### config.mk
export PLATFORM = sky130hd
export DESIGN_NAME = midi_reg_master_flat
export DESIGN_NICKNAME = d
export VERILOG_FILES = /design/src/rtl/midi_reg_master_if.sv /design/src/rtl/midi_reg_master.sv /design/src/flat_wrapper.sv
export SDC_FILE = /design/constraint.sdc
export NUM_CORES = 1
export LEC_CHECK = 0
export BUFFER_PORTS_ARGS = -buffer_cell sky130_fd_sc_hd__buf_2
export CORE_MARGIN = 2
export CORE_UTILIZATION = 50
export CTS_CLUSTER_DIAMETER = 30
export DETAILED_ROUTE_END_ITERATION = 6
export PLACE_DENSITY = 0.78
export REMOVE_ABC_BUFFERS = 1
export SYNTH_ARGS = -nofsm -noshare
export SYNTH_HDL_FRONTEND = slang
export SYNTH_SLANG_ARGS = --single-unit
### constraint.sdc
create_clock -name clk -period 2.9 [get_ports clk]
set_input_delay 0.145 -clock clk [delete_from_list [all_inputs] [get_ports clk]]
set_output_delay 0.145 -clock clk [all_outputs]
set_load 0.1 [all_outputs]
### src/rtl/midi_reg_master_if.sv
// Register bus between the MIDI initiator and a register responder.
interface midi_reg_master_if;
   logic [5:0] reg_addr;
   logic       write;
   logic       new_req;
   logic [7:0] write_value;
   logic [7:0] read_value;

   modport master (
      output reg_addr,
      output write,
      output new_req,
      output write_value,
      input  read_value
   );

   modport slave (
      input  reg_addr,
      input  write,
      input  new_req,
      input  write_value,
      output read_value
   );
endinterface

### src/rtl/midi_reg_master.sv
// MIDI byte-stream parser that turns Note-On/Note-Off into register bus writes.
// Note-Off reads the channel register first and only clears it when the
// released note is the one currently enabled.
module midi_reg_master #(
   parameter int unsigned NUM_CH = 6
) (
   input  logic                clk,
   input  logic                rst,
   input  logic [7:0]          rx_data,
   input  logic                new_rx_data,
   midi_reg_master_if.master   bus,
   output logic                busy,
   output logic                overrun
);

   localparam logic [4:0] CH_LIMIT = 5'(NUM_CH);

   typedef enum logic [2:0] {
      ST_PARSE,
      ST_WR_ON,
      ST_RD,
      ST_RD_WAIT,
      ST_CMP
   } state_t;

   state_t     state_q, state_d;
   logic       valid_q, valid_d;
   logic       cmd_on_q, cmd_on_d;
   logic [3:0] ch_q, ch_d;
   logic [6:0] note_q, note_d;
   logic       phase_d2_q, phase_d2_d;
   logic [5:0] reg_addr_q, reg_addr_d;
   logic       write_q, write_d;
   logic       new_req_q, new_req_d;
   logic [7:0] write_value_q, write_value_d;
   logic       busy_q, busy_d;
   logic       overrun_q, overrun_d;

   // Next-state: parser, command sequencing and bus request generation.
   always_comb begin
      state_d       = state_q;
      valid_d       = valid_q;
      cmd_on_d      = cmd_on_q;
      ch_d          = ch_q;
      note_d        = note_q;
      phase_d2_d    = phase_d2_q;
      reg_addr_d    = reg_addr_q;
      write_d       = write_q;
      write_value_d = write_value_q;
      new_req_d     = 1'b0;
      overrun_d     = new_rx_data && busy_q;

      case (state_q)
         ST_PARSE: begin
            if (new_rx_data) begin
               if (rx_data >= 8'hF8) begin
                  // real-time bytes leave the parser untouched
               end else if (rx_data[7]) begin
                  if ((rx_data[7:5] == 3'b100) && ({1'b0, rx_data[3:0]} < CH_LIMIT)) begin
                     valid_d    = 1'b1;
                     cmd_on_d   = rx_data[4];
                     ch_d       = rx_data[3:0];
                     phase_d2_d = 1'b0;
                  end else begin
                     valid_d = 1'b0;
                  end
               end else if (valid_q) begin
                  if (!phase_d2_q) begin
                     note_d     = rx_data[6:0];
                     phase_d2_d = 1'b1;
                  end else begin
                     phase_d2_d = 1'b0;
                     reg_addr_d = {2'b00, ch_q};
                     new_req_d  = 1'b1;
                     if (cmd_on_q && (rx_data[6:0] != 7'd0)) begin
                        state_d       = ST_WR_ON;
                        write_d       = 1'b1;
                        write_value_d = {1'b1, note_q};
                     end else begin
                        state_d = ST_RD;
                        write_d = 1'b0;
                     end
                  end
               end
            end
         end
         ST_WR_ON:   state_d = ST_PARSE;
         ST_RD:      state_d = ST_RD_WAIT;
         ST_RD_WAIT: begin
            // read data is valid now; the clearing write goes out while in CMP
            state_d = ST_CMP;
            if (bus.read_value == {1'b1, note_q}) begin
               new_req_d     = 1'b1;
               write_d       = 1'b1;
               write_value_d = {1'b0, note_q};
            end
         end
         ST_CMP:     state_d = ST_PARSE;
         default:    state_d = ST_PARSE;
      endcase

      busy_d = (state_d != ST_PARSE);
   end

   // State and output registers with synchronous reset.
   always_ff @(posedge clk) begin
      if (rst) begin
         state_q       <= ST_PARSE;
         valid_q       <= 1'b0;
         cmd_on_q      <= 1'b0;
         ch_q          <= 4'd0;
         note_q        <= 7'd0;
         phase_d2_q    <= 1'b0;
         reg_addr_q    <= 6'd0;
         write_q       <= 1'b0;
         new_req_q     <= 1'b0;
         write_value_q <= 8'd0;
         busy_q        <= 1'b0;
         overrun_q     <= 1'b0;
      end else begin
         state_q       <= state_d;
         valid_q       <= valid_d;
         cmd_on_q      <= cmd_on_d;
         ch_q          <= ch_d;
         note_q        <= note_d;
         phase_d2_q    <= phase_d2_d;
         reg_addr_q    <= reg_addr_d;
         write_q       <= write_d;
         new_req_q     <= new_req_d;
         write_value_q <= write_value_d;
         busy_q        <= busy_d;
         overrun_q     <= overrun_d;
      end
   end

   assign bus.reg_addr    = reg_addr_q;
   assign bus.write       = write_q;
   assign bus.new_req     = new_req_q;
   assign bus.write_value = write_value_q;
   assign busy            = busy_q;
   assign overrun         = overrun_q;

endmodule
### src/flat_wrapper.sv
// flat-port wrapper written by rule: the top's interface ports become plain ports
module midi_reg_master_flat 
#(
   parameter int unsigned NUM_CH = 6
)
  (clk, rst, rx_data, new_rx_data, busy, overrun, bus_reg_addr, bus_write, bus_new_req, bus_write_value, bus_read_value);
  midi_reg_master_if bus_i ();
  input  logic clk;
  input  logic rst;
  input  logic [7:0] rx_data;
  input  logic new_rx_data;
  output logic busy;
  output logic overrun;
  output wire logic [$bits(bus_i.reg_addr)-1:0] bus_reg_addr;
  output wire logic [$bits(bus_i.write)-1:0] bus_write;
  output wire logic [$bits(bus_i.new_req)-1:0] bus_new_req;
  output wire logic [$bits(bus_i.write_value)-1:0] bus_write_value;
  input wire logic [$bits(bus_i.read_value)-1:0] bus_read_value;
  assign bus_reg_addr = bus_i.reg_addr;
  assign bus_write = bus_i.write;
  assign bus_new_req = bus_i.new_req;
  assign bus_write_value = bus_i.write_value;
  assign bus_i.read_value = bus_read_value;
  midi_reg_master #(.NUM_CH(NUM_CH)) u_core (.clk(clk), .rst(rst), .rx_data(rx_data), .new_rx_data(new_rx_data), .bus(bus_i), .busy(busy), .overrun(overrun));
endmodule
; ---- Yosys cells after proc, flatten, opt, wreduce, memory -nomap -nowiden
; Index checks and enable logic that the tools add are counted.
[word_totals]
regBits = 33
inputBits = 19
out_inout_bits = 18
elab_cells = 79
[op_classes]
magnitude_cmp = 2
eq_ne = 12
mux = 35
bitwise = 3
n_reduce_logical = 15
[ops]
columns = op, count
row1 = two-way mux 8 bit, 7
row2 = two-way mux 1 bit, 18
row3 = one-hot mux 8 bit (2 select lines), 1
row4 = two-way mux 3 bit, 5
row5 = AND reduction 6 bit, 2
row6 = "!= test 2 x 1 -> 1 bit, second input constant", 5
row7 = AND reduction 5 bit, 2
row8 = one-hot mux 3 bit (3 select lines), 1
row9 = == test 8 bit, 1
row10 = "greater-or-equal comparator 8 bit, second input constant", 1
row11 = AND reduction 8 bit, 1
row12 = AND reduction 7 bit, 1
row13 = nonzero test 7 bit, 1
row14 = "== test 3 x 2 -> 1 bit, second input constant", 2
row15 = "!= test 2 bit, second input constant", 3
row16 = "< comparator 4 x 3 -> 1 bit, second input constant", 1
row17 = one-hot mux 1 bit (2 select lines), 2
row18 = AND reduction 4 bit, 1
row19 = nonzero test 2 bit, 2
row20 = "== test 3 bit, second input constant", 1
row21 = logical AND 1 bit, 3
row22 = logical NOT 3 bit, 1
row23 = inverter 1 bit, 3
row24 = nonzero test 3 bit, 1
row25 = two-way mux 2 bit, 1

; ---- Logic depth before layout (Yosys ltp)
; Gate-level depths: netlist of the first run.
[logic_depth]
ltp_word = 10
mapped_depth = 6
mapped_depth_nobuf = 5

; ---- Worst setup path before layout of the first run
; No wires, ideal clock.
[synth_timing]
path_type = register to register
from = register u_core.state_q[1]
to = register u_core.write_value_q[0], in the netlist u_core.bus.write_value[0]
setup_ns = 0.072
t_arrival_ns = 1.528
required_time_ns = 2.828
path_slack_ns = 1.300
path_stages_with_launch = 6
n_path_buf = 0
synth_period_minus_slack_ns = 1.600
path_cell_list = dfxtp_1 -> nor3_4 -> nand4_4 -> a21boi_4 -> a21oi_4 -> mux2i_1
[synth_via]
elab_chain_len = 3
elab_cells_between_ends = 12
cone_classes = eq/ne (8) / mux (1) / reduce/logical (3)
[synth_rtl]
columns = element, line
row1 = from (decl), midi_reg_master.sv:26  ; state_t state_q, state_d;
row2 = from (signal assigned), midi_reg_master.sv:121  ; state_q <= state_d;
row3 = == test 3 x 2 -> 1 bit / logical NOT 3 bit (equally long branches), midi_reg_master.sv:53  ; case (state_q)
row4 = != test 2 x 1 -> 1 bit (no line) (tied with other cells), --
row5 = AND reduction 8 bit (no line), --
row6 = to (signal assigned), midi_reg_master.sv:130  ; write_value_q <= write_value_d;
row7 = to (decl), midi_reg_master.sv:35  ; logic [7:0] write_value_q, write_value_d;
; Parallel ways exist; a longest one is shown, timed or not.
; A chain may end at the register's enable or synchronous reset.

; ---- Worst setup path after layout of the first run
[layout_timing]
from = register u_core.state_q[1]
to = register u_core.write_value_q[1], in the netlist u_core.bus.write_value[1]
; Same word-level chain as after synthesis.

==> impl_metrics.ini, run 1 <==
[cells_and_area]
final_cell_mix = buf_2, dfxtp_1, mux2i_1, nor2_1, nand2b_1
synthToLayoutAreaGrowth_pct = 16.27
layout.cells.non_filler = 206
layout.nets = 194
final_layout_size_suffix_gt1_frac = 0.2743
final_common_cell = buf_2
diodes = 0

[cts]
cts_hold_buf = 0
cts_sinks = 33
postCtsResizedCells = 0
postCtsSetupBuffers = 0
clockRootBuffer = clkbuf_4
numCtsBuffers = 5
htreeDepth = 2
clk_pin_slew_ps = 90
cts_max_path_buffers = 2
worstSkewPairLatency_ps = 340
cts_tree = built

[worst_hold_path]
worstHoldPathCells = 3
holdCritPathClass = primary input to flip-flop

[route]
vias = 1092
drc = 0
vias_per_cell = 5.301
drtIter0Drc = 15
ant_nets = 0
routedWlPerCell_microns = 13.59
first_pass_iters = 4
finalWirelength_microns = 2800

[pwr]
p_leak_nw = 0.7291
pwr-share-clk = 0.341
internal_power_mw = 0.5849
sw_frac_of_total = 0.2358
seqPwrFrac = 0.594
pwr-share-comb = 0.065
cellPowerDensity_nw_per_um2 = 460.3
p_switching_mw = 0.1804
vdd_drop_max_mv = 0.4296

[critical_path]
arrival_ps = 2110
cp.required_ps = 3170
crit_chain = nor3_4 > nand4_4 > a21boi_4 > a21oi_4 > mux2i_1
cp_top_family = simple AND/OR/NAND/NOR gates
rr_worst_depth = 5
path_max_fanout = 10
critical_path_class = flip-flop to flip-flop
critPathSlowestCell = dfxtp_1
end_kind = flip-flop
crit_buf_inv = 0
startpoint_type = flip-flop
worst-path-stages = 5
worst_path_largest_cell_delay_ps = 380

[placement]
place_inst = 199
hpwlAfterDp_microns = 2166
gp_congestion = 0.7593
port_buffers = 34

[floorplanning]
core-area_sq_um = 2734
start_util = 0.5231
placementRows = 19
pin_count = 37
die_w_microns = 57.48
die_y_microns = 57.48
dieArea_sq_um = 3304

[yosys]
synth_top_family_by_area = simple AND/OR/NAND/NOR gates
synth-async-reset-ratio = 0
synth-seq-cells = 33
muxShareOfSynthArea = 0.1540
synth_flop_cell = dfxtp_1
yosysTopAreaCell = dfxtp_1
synthAdderAreaFrac = 0
synthTopCellsByArea = dfxtp_1, mux2i_1, nand2b_1
synthXorXnorAreaFrac = 0.04899
yosysWarnings = 0
synth_area_sq_um = 1430
synth_cell_type_count = 32
synth-seq-area-share = 0.4619
synth_compound_area_frac = 0.06562
avgSynthCellArea_sq_um = 10.22
synthCells = 140
synth-simple-area-share = 0.2371
synth_top_cell_area_share = 0.4619
synth-edff-count = 0

[sta]
finalSetupViolCount = 0
hold_viol = 0
final_max_slew_viol_count = 0
tns_ps = 0
relSlewSlack = 0.6147
max_slew.worst_pin.slew_ps = 578.0
fin_skew_ps = 3.637
fmax_mhz = 541.6
period_share = 0.6367
period_needed_ps = 1846
rsz0062_at_grt = no

[global_route]
grt_max_degree = 41
gr-usage-all-layers = 0.1879
grt_pass1_wl_microns = 4726
overflow = 0
antenna_found_initial = 0
grt_pass1_vias = 1058

[run]
cap_violations = 0

[status]
status = complete, no violations
==> layer usage <==
metal  track usage  routed length (microns)
met4       0.05980                       48
met5             0                        0
met1        0.2222                     1178
met2        0.3117                     1398
met3       0.07483                      175
==> worst min-delay path, cell delays in order <==
cell and delay (ps):
buf_2 100, mux2i_1 70, nor2_1 70
==> kinds of logic after synthesis <==
kind of cell / count (synthesis)
AO/OA/AOI/OAI: 12
XOR/XNOR: 8
buffers and inverters: 9
flip-flops: 33
multiplexers: 22
other: 1
AND/OR/NAND/NOR: 55
==> synthesized netlist by cell type, drive strengths merged (2+ instances only) <==
| cell type | instances |
|---|---|
| dfxtp | 33 |
| mux2i | 22 |
| nor2 | 20 |
| nand2b | 15 |
| xor2 | 8 |
| a21oi | 5 |
| clkbuf | 4 |
| buf | 3 |
| nand4 | 3 |
| nor2b | 3 |
| nor4 | 3 |
| o21ai | 3 |
| a211oi | 2 |
| inv | 2 |
| nand2 | 2 |
| nand3 | 2 |
==> final timing paths <==
path                                      from                                endpoint  slack (ps)
setup / recovery  u_core.state_q[1]$_SDFF_PP0_  u_core.bus.write_value[1]$_SDFFE_PP0P_        1050
hold / removal                      rx_data[3]           u_core.note_q[3]$_SDFFE_PP0P_          80
hold reg to reg         u_core.busy$_SDFF_PP0_               u_core.overrun$_SDFF_PP0_         450
setup reg to reg  u_core.state_q[1]$_SDFF_PP0_  u_core.bus.write_value[1]$_SDFFE_PP0P_        1050
==> registers in the layout (all words and copies together) (netlist names) <==
name / flops
u_core.bus.write_value: 8
u_core.note_q: 7
u_core.bus.reg_addr: 4
u_core.ch_q: 4
u_core.state_q: 3
u_core.bus.new_req: 1
u_core.bus.write: 1
u_core.busy: 1
u_core.cmd_on_q: 1
u_core.overrun: 1
u_core.phase_d2_q: 1
u_core.valid_q: 1
==> area by class of cell <==
cell class,instances,area [sq um]
clock buffers,7,55.05
repair buffers,34,170.2
multi-input cells,99,730.7
well taps,31,38.79
inverters,2,7.507
flip-flops and latches,33,660.6
fillers,249,1071
==> power by group through the flow <==
stage / Clock (mW) / Sequential [mW] / Combinational (mW)
5_1_grt: 0.282 / 0.455 / 0.0539
3_5_place_dp: 0 / 0.465 / 0.0499
6_report: 0.261 / 0.455 / 0.0497
3_3_place_gp: 0 / 0.465 / 0.0488
4_1_cts: 0.265 / 0.455 / 0.0499
2_1_floorplan: 0 / 0.465 / 0.0239
==> metrics by stage <==
| stage | cell area [sq um] | setup slack (ps) | hold WS (ps) | total power [mW] | utilization |
|---|---|---|---|---|---|
| 6_report | 1663 | 1054 | 75.09 | 0.7654 | 0.6082 |
| 5_1_grt | 1663 | 925.3 | 85.17 | 0.7907 | 0.6082 |
| 4_1_cts | 1663 | 1042 | 63.18 | 0.7697 | 0.6082 |
| 3_5_place_dp | 1608 | 1061 | 426.0 | 0.5150 | 0.5881 |
| 3_3_place_gp | 1608 | 1183 | 416.1 | 0.5140 | 0.5881 |
| 2_1_floorplan | 1399 | 1300 | 214.1 | 0.4889 | - |
Power figures use the tool's default switching activity.
==> run 2, diff against run 1 <==
- ABC_AREA: default -> 1
- PLACE_DENSITY: 0.78 -> 0.77
- clock period: 2.9 -> 1.7 ns (I/O delays scaled with it)
==> impl_metrics.ini, run 2 <==
[sta]
period_share = 0.8434
max_slew.worst_pin.slew_ps = 506.1
finalSetupViolCount = 0
hold_slack_ps = 8.846
period_needed_ps = 1434
fmax_mhz = 697.5
tns_ps = 0
final_max_slew_viol_count = 0
relSlewSlack = 0.6618
hold_viol = 0
rsz0062_at_grt = no
fin_skew_ps = 11.72

[critical_path]
path_max_fanout = 7
setup.worst_path.start = u_core.state_q[1]$_SDFF_PP0_
end_kind = flip-flop
cp.required_ps = 1950
arrival_ps = 1680
regToRegStartpoint = u_core.state_q[1]$_SDFF_PP0_
critical_path_class = flip-flop to flip-flop
startpoint_type = flip-flop

[yosys]
synth-edff-count = 0
avgSynthCellArea_sq_um = 7.146
synth_common_cells = nand2_1, nor2_1, dfxtp_1
synth_cell_type_count = 31
yosysMostFrequentCell = nand2_1
synth_area_sq_um = 1587
synthCells = 222
synth-seq-cells = 33
synth-async-reset-ratio = 0
synth-seq-area-share = 0.4164
synth_flop_cell = dfxtp_1
yosysTopAreaCell = dfxtp_1
synthTopCellsByArea = dfxtp_1, nand2_1, nor2_1
synth_top_cell_area_share = 0.4164
yosysWarnings = 0

[cells_and_area]
stdcell_area_sq_um = 1828
diodes = 0
final_cell_mix = nand2_1, nor2_1, buf_2, dfxtp_1, inv_1
largest_reg_flops = 8
final_common_cell = nand2_1
synthToLayoutAreaGrowth_pct = 15.22
layout.nets = 276
final_layout_size_suffix_gt1_frac = 0.2132

[route]
first_pass_iters = 4
drc = 0
drtIter0Drc = 78
finalWirelength_microns = 3376
vias_per_cell = 4.954
routedWlPerCell_microns = 11.18
vias = 1496
ant_nets = 0

[cts]
clk_pin_slew_ps = 110
htreeDepth = 2
clockRootBuffer = clkbuf_4
worstSkewPairLatency_ps = 340
cts_max_path_buffers = 2
postCtsSetupBuffers = 0
cts_tree = built
cts_hold_buf = 1
numCtsBuffers = 5
postCtsResizedCells = 0
cts_sinks = 33

[placement]
hpwlAfterDp_microns = 2532
dpl_cell_area_sq_um = 1748
gp_congestion = 0.8541
port_buffers = 34

[global_route]
grt_max_degree = 19
overflow = 0
antenna_found_initial = 0
gr-usage-all-layers = 0.2104
grt_pass1_vias = 1279
grt_pass1_wl_microns = 5637

[worst_hold_path]
hp-start = rx_data[0]
holdCritPathClass = primary input to flip-flop

[status]
status = complete, no violations

[floorplanning]
placementRows = 20
die_y_microns = 60.33
core-area_sq_um = 3028
start_util = 0.5240
pin_count = 37
die_w_microns = 60.33
dieArea_sq_um = 3640

[pwr]
vdd_drop_max_mv = 0.4815
p_leak_nw = 0.8953
cellPowerDensity_nw_per_um2 = 768.5

[run]
cap_violations = 0
==> run 2: changes by cell type in the layout (fill, tap and decap cells not counted), sizes merged, moves of 2 or more <==
cell,previous run,this run
a211oi,2,0
a21oi,5,25
inv,2,29
mux2i,22,0
nand2,2,43
nand2b,15,0
nand3,2,15
nor2,20,45
nor2b,3,0
nor4,3,0
o21ai,3,16
xor2,8,0
==> run 2: path summary, 6_finish.rpt <==
path,end,slack [ps],cells after the start
setup / recovery,u_core.bus.write$_SDFFE_PP0P_,270,8
hold / removal,u_core.note_q[0]$_SDFFE_PP0P_,9,3
setup reg to reg,u_core.bus.write$_SDFFE_PP0P_,270,8
hold reg to reg,u_core.ch_q[3]$_SDFFE_PP0P_,440,2
==> run 2: kinds of logic after synthesis <==
family / synth area share
other: 0.002364
and+or+nand+nor: 0.3115
DFF: 0.4164
AOI/OAI and AO/OA: 0.1585
buffers and inverters: 0.1112
==> run 2: per-stage QoR <==
| stage | setup slack, ps | instances | power [mW] | util |
|---|---|---|---|---|
| 3_5_place_dp | 282.7 | 293 | 0.9149 | 0.5773 |
| 6_report | 266.3 | 302 | 1.405 | 0.6037 |
| 3_3_place_gp | 324.2 | 293 | 0.9142 | 0.5773 |
| 5_1_grt | 95.91 | 302 | 1.469 | 0.6037 |
| 2_1_floorplan | 384.4 | 215 | 0.8649 | - |
| 4_1_cts | 274.2 | 302 | 1.416 | 0.6037 |
==> run 2: layout make-up <==
class | count | area, sq um
clock buffer | 7 | 65.06
inverter | 29 | 108.9
multi-input combinational | 153 | 753.2
tap | 44 | 55.05
fill | 312 | 1200
clock inverter | 1 | 5.005
timing repair buffer | 35 | 180.2
sequential | 33 | 660.6
==> run 2: critical path: stages, from the launching register on <==
cell     delay [ps]
dfxtp_1         330
nor2_1          100
nand2_1         100
nor2_4          160
nand4_4         160
nor2_1          260
nor2_1           90
o21ai_0          90
inv_1            60
==> run 2: per-layer routing <==
metal	part of all wire	wire (microns)	up-vias	track usage
li1	-	-	770	-
met1	0.47	1590	677	0.2901
met2	0.46	1549	43	0.3028
met3	0.055	184	6	0.06610
met4	0.015	51	0	0.09206
met5	0	0	-	0
==> run 2: where the power goes <==
part           internal [mW]  switching, mW
clock                  0.240          0.265
combinational         0.0381         0.0873
sequential             0.774       0.000810
total                   1.05          0.353
==> run 3, diff against run 2 <==
- ABC_AREA: 1 -> 0
- CORE_UTILIZATION: 50 -> 46
- PLACE_DENSITY: 0.77 -> 0.76
- clock period: 1.7 -> 1.25 ns (I/O delays scaled with it)
==> impl_metrics.ini, run 3 (synthesis results as in run 1) <==
[global_route]
antenna_found_initial = 0
gr-usage-all-layers = 0.2263
grt_pass1_wl_microns = 5968
grt_max_degree = 37
overflow = 0
grt_pass1_vias = 1373

[placement]
hpwlAfterDp_microns = 2378
gp_congestion = 0.8106
port_buffers = 34

[cells_and_area]
diodes = 0
largest_reg_flops = 8
n_fill_cell = 234
final_common_cell = buf_2
final_cell_mix = buf_2, buf_4, dfxtp_1, mux2i_1, nor2_1
layout.nets = 234
final_layout_size_suffix_gt1_frac = 0.5185
synthToLayoutAreaGrowth_pct = 48.56

[critical_path]
critPathSlowestCell = dfxtp_4
arrival_ps = 1840
critical_path_class = flip-flop to flip-flop
crit_chain = nor3_4 > buf_6 > nand4_1 > a211o_4 > mux2i_1 > nor2_1
path_max_fanout = 7
cp.required_ps = 1490
worst_path_largest_cell_delay_ps = 370
ff2ff_setup_slack_ps = -350
startpoint_type = flip-flop
end_kind = flip-flop

[worst_hold_path]
holdCritPathClass = primary input to flip-flop

[sta]
relSlewSlack = 0.5768
max_slew.worst_pin.slew_ps = 634.8
fmax_mhz = 624.0
worst_slack_ps = -352.5
period_needed_ps = 1603
rsz0062_at_grt = yes
hold_viol = 0
fin_skew_ps = 5.252
finalSetupViolCount = 31
final_max_slew_viol_count = 0
tns_ps = -7651
period_share = 1.282

[floorplanning]
die_y_microns = 59.76
dieArea_sq_um = 3571
die_w_microns = 59.76
placementRows = 20
pin_count = 37
core-area_sq_um = 3003
start_util = 0.4763

[route]
first_pass_iters = 4
finalWirelength_microns = 3592
vias = 1268
drtIter0Drc = 37
vias_per_cell = 5.092
routedWlPerCell_microns = 14.43
drc = 0
ant_nets = 0

[cts]
clk_pin_slew_ps = 100
cts_tree = built
clockRootBuffer = clkbuf_4
worstSkewPairLatency_ps = 340
numCtsBuffers = 5
htreeDepth = 2
cts_max_path_buffers = 2
cts_sinks = 33

[run]
cap_violations = 0

[pwr]
p_leak_nw = 0.9487
p_total_mw = 1.797
cellPowerDensity_nw_per_um2 = 845.9
vdd_drop_max_mv = 0.7520

[status]
status = complete, but fails checks
violations = negative setup slack
[run 3: changes by cell type in the layout (fill, tap and decap cells not counted), moves of 15 or more]
cell / delta
inv_1: -26
nand2b_1: +15
buf_4: +33
mux2i_1: +22
nand2_1: -39
nor2_1: -22
a21oi_1: -24
[run 3: cell type report]
cell class                      count  area, sq um  share of cell area
Inverter                            2        7.507            0.003534
Clock inverter                      3        17.52            0.008245
Tap cell                           33        41.29             0.01943
Clock buffer                        5        37.54             0.01767
Multi-Input combinational cell     99        833.3              0.3922
Sequential cell                    33        673.1              0.3168
Timing Repair Buffer               74        514.2              0.2420
[run 3: repair_timing]
| item | CTS | global route |
|---|---|---|
| endpoints found under the setup margin | 30 | 31 |
| pin swaps | 13 | 4 |
| buffers inserted | 6 | 6 |
| resized for setup | 26 | 13 |
| cloned | 1 | 0 |
| hold buffers | 0 | 0 |
[run 3: routing by layer]
metal  up-vias  share of wire  track usage  wire length (microns)
li1        622              -            -                      -
met1       610           0.41       0.2517                   1476
met2        25           0.53       0.3991                   1915
met3        11          0.029      0.04762                    104
met4         0          0.026       0.1206                     95
met5         -              0            0                      0
[run 3: path summary, 6_finish.rpt]
kind | start | end | cells past startpoint
worst min-delay path | new_rx_data | u_core.overrun$_SDFF_PP0_ | 3
worst min register to register | u_core.busy$_SDFF_PP0_ | u_core.overrun$_SDFF_PP0_ | 2
worst max-delay path | u_core.state_q[1]$_SDFF_PP0_ | u_core.cmd_on_q$_SDFFE_PP0P_ | 6
worst max register to register | u_core.state_q[1]$_SDFF_PP0_ | u_core.cmd_on_q$_SDFFE_PP0P_ | 6
[run 3: power by group]
group	leakage, nW	switching, mW	internal (mW)
Sequential	0.269	0.00178	1.05
Clock	0.0310	0.373	0.212
Combinational	0.648	0.0958	0.0667
Total	0.949	0.470	1.33
[run 3: critical path, delay by kind of cell (launching register included)]
| family | cells | cell delay (ps) |
|---|---|---|
| AND/OR/NAND/NOR | 3 | 440 |
| flip-flops | 1 | 370 |
| AO/OA/AOI/OAI | 1 | 350 |
| multiplexers | 1 | 200 |
| buffers and inverters | 1 | 140 |
[run 3: per-stage QoR]
stage,cell area (sq um),hold WS (ps),worst slack [ps],cells,utilization
5_1_grt,2125,14.38,-437.3,249,0.7075
2_1_floorplan,1399,131.6,-350.0,134,-
3_5_place_dp,1861,351.2,-329.3,231,0.6196
6_report,2125,14.26,-352.5,249,0.7075
3_3_place_gp,1861,343.3,-297.3,231,0.6196
4_1_cts,2056,2.917,-326.0,246,0.6846
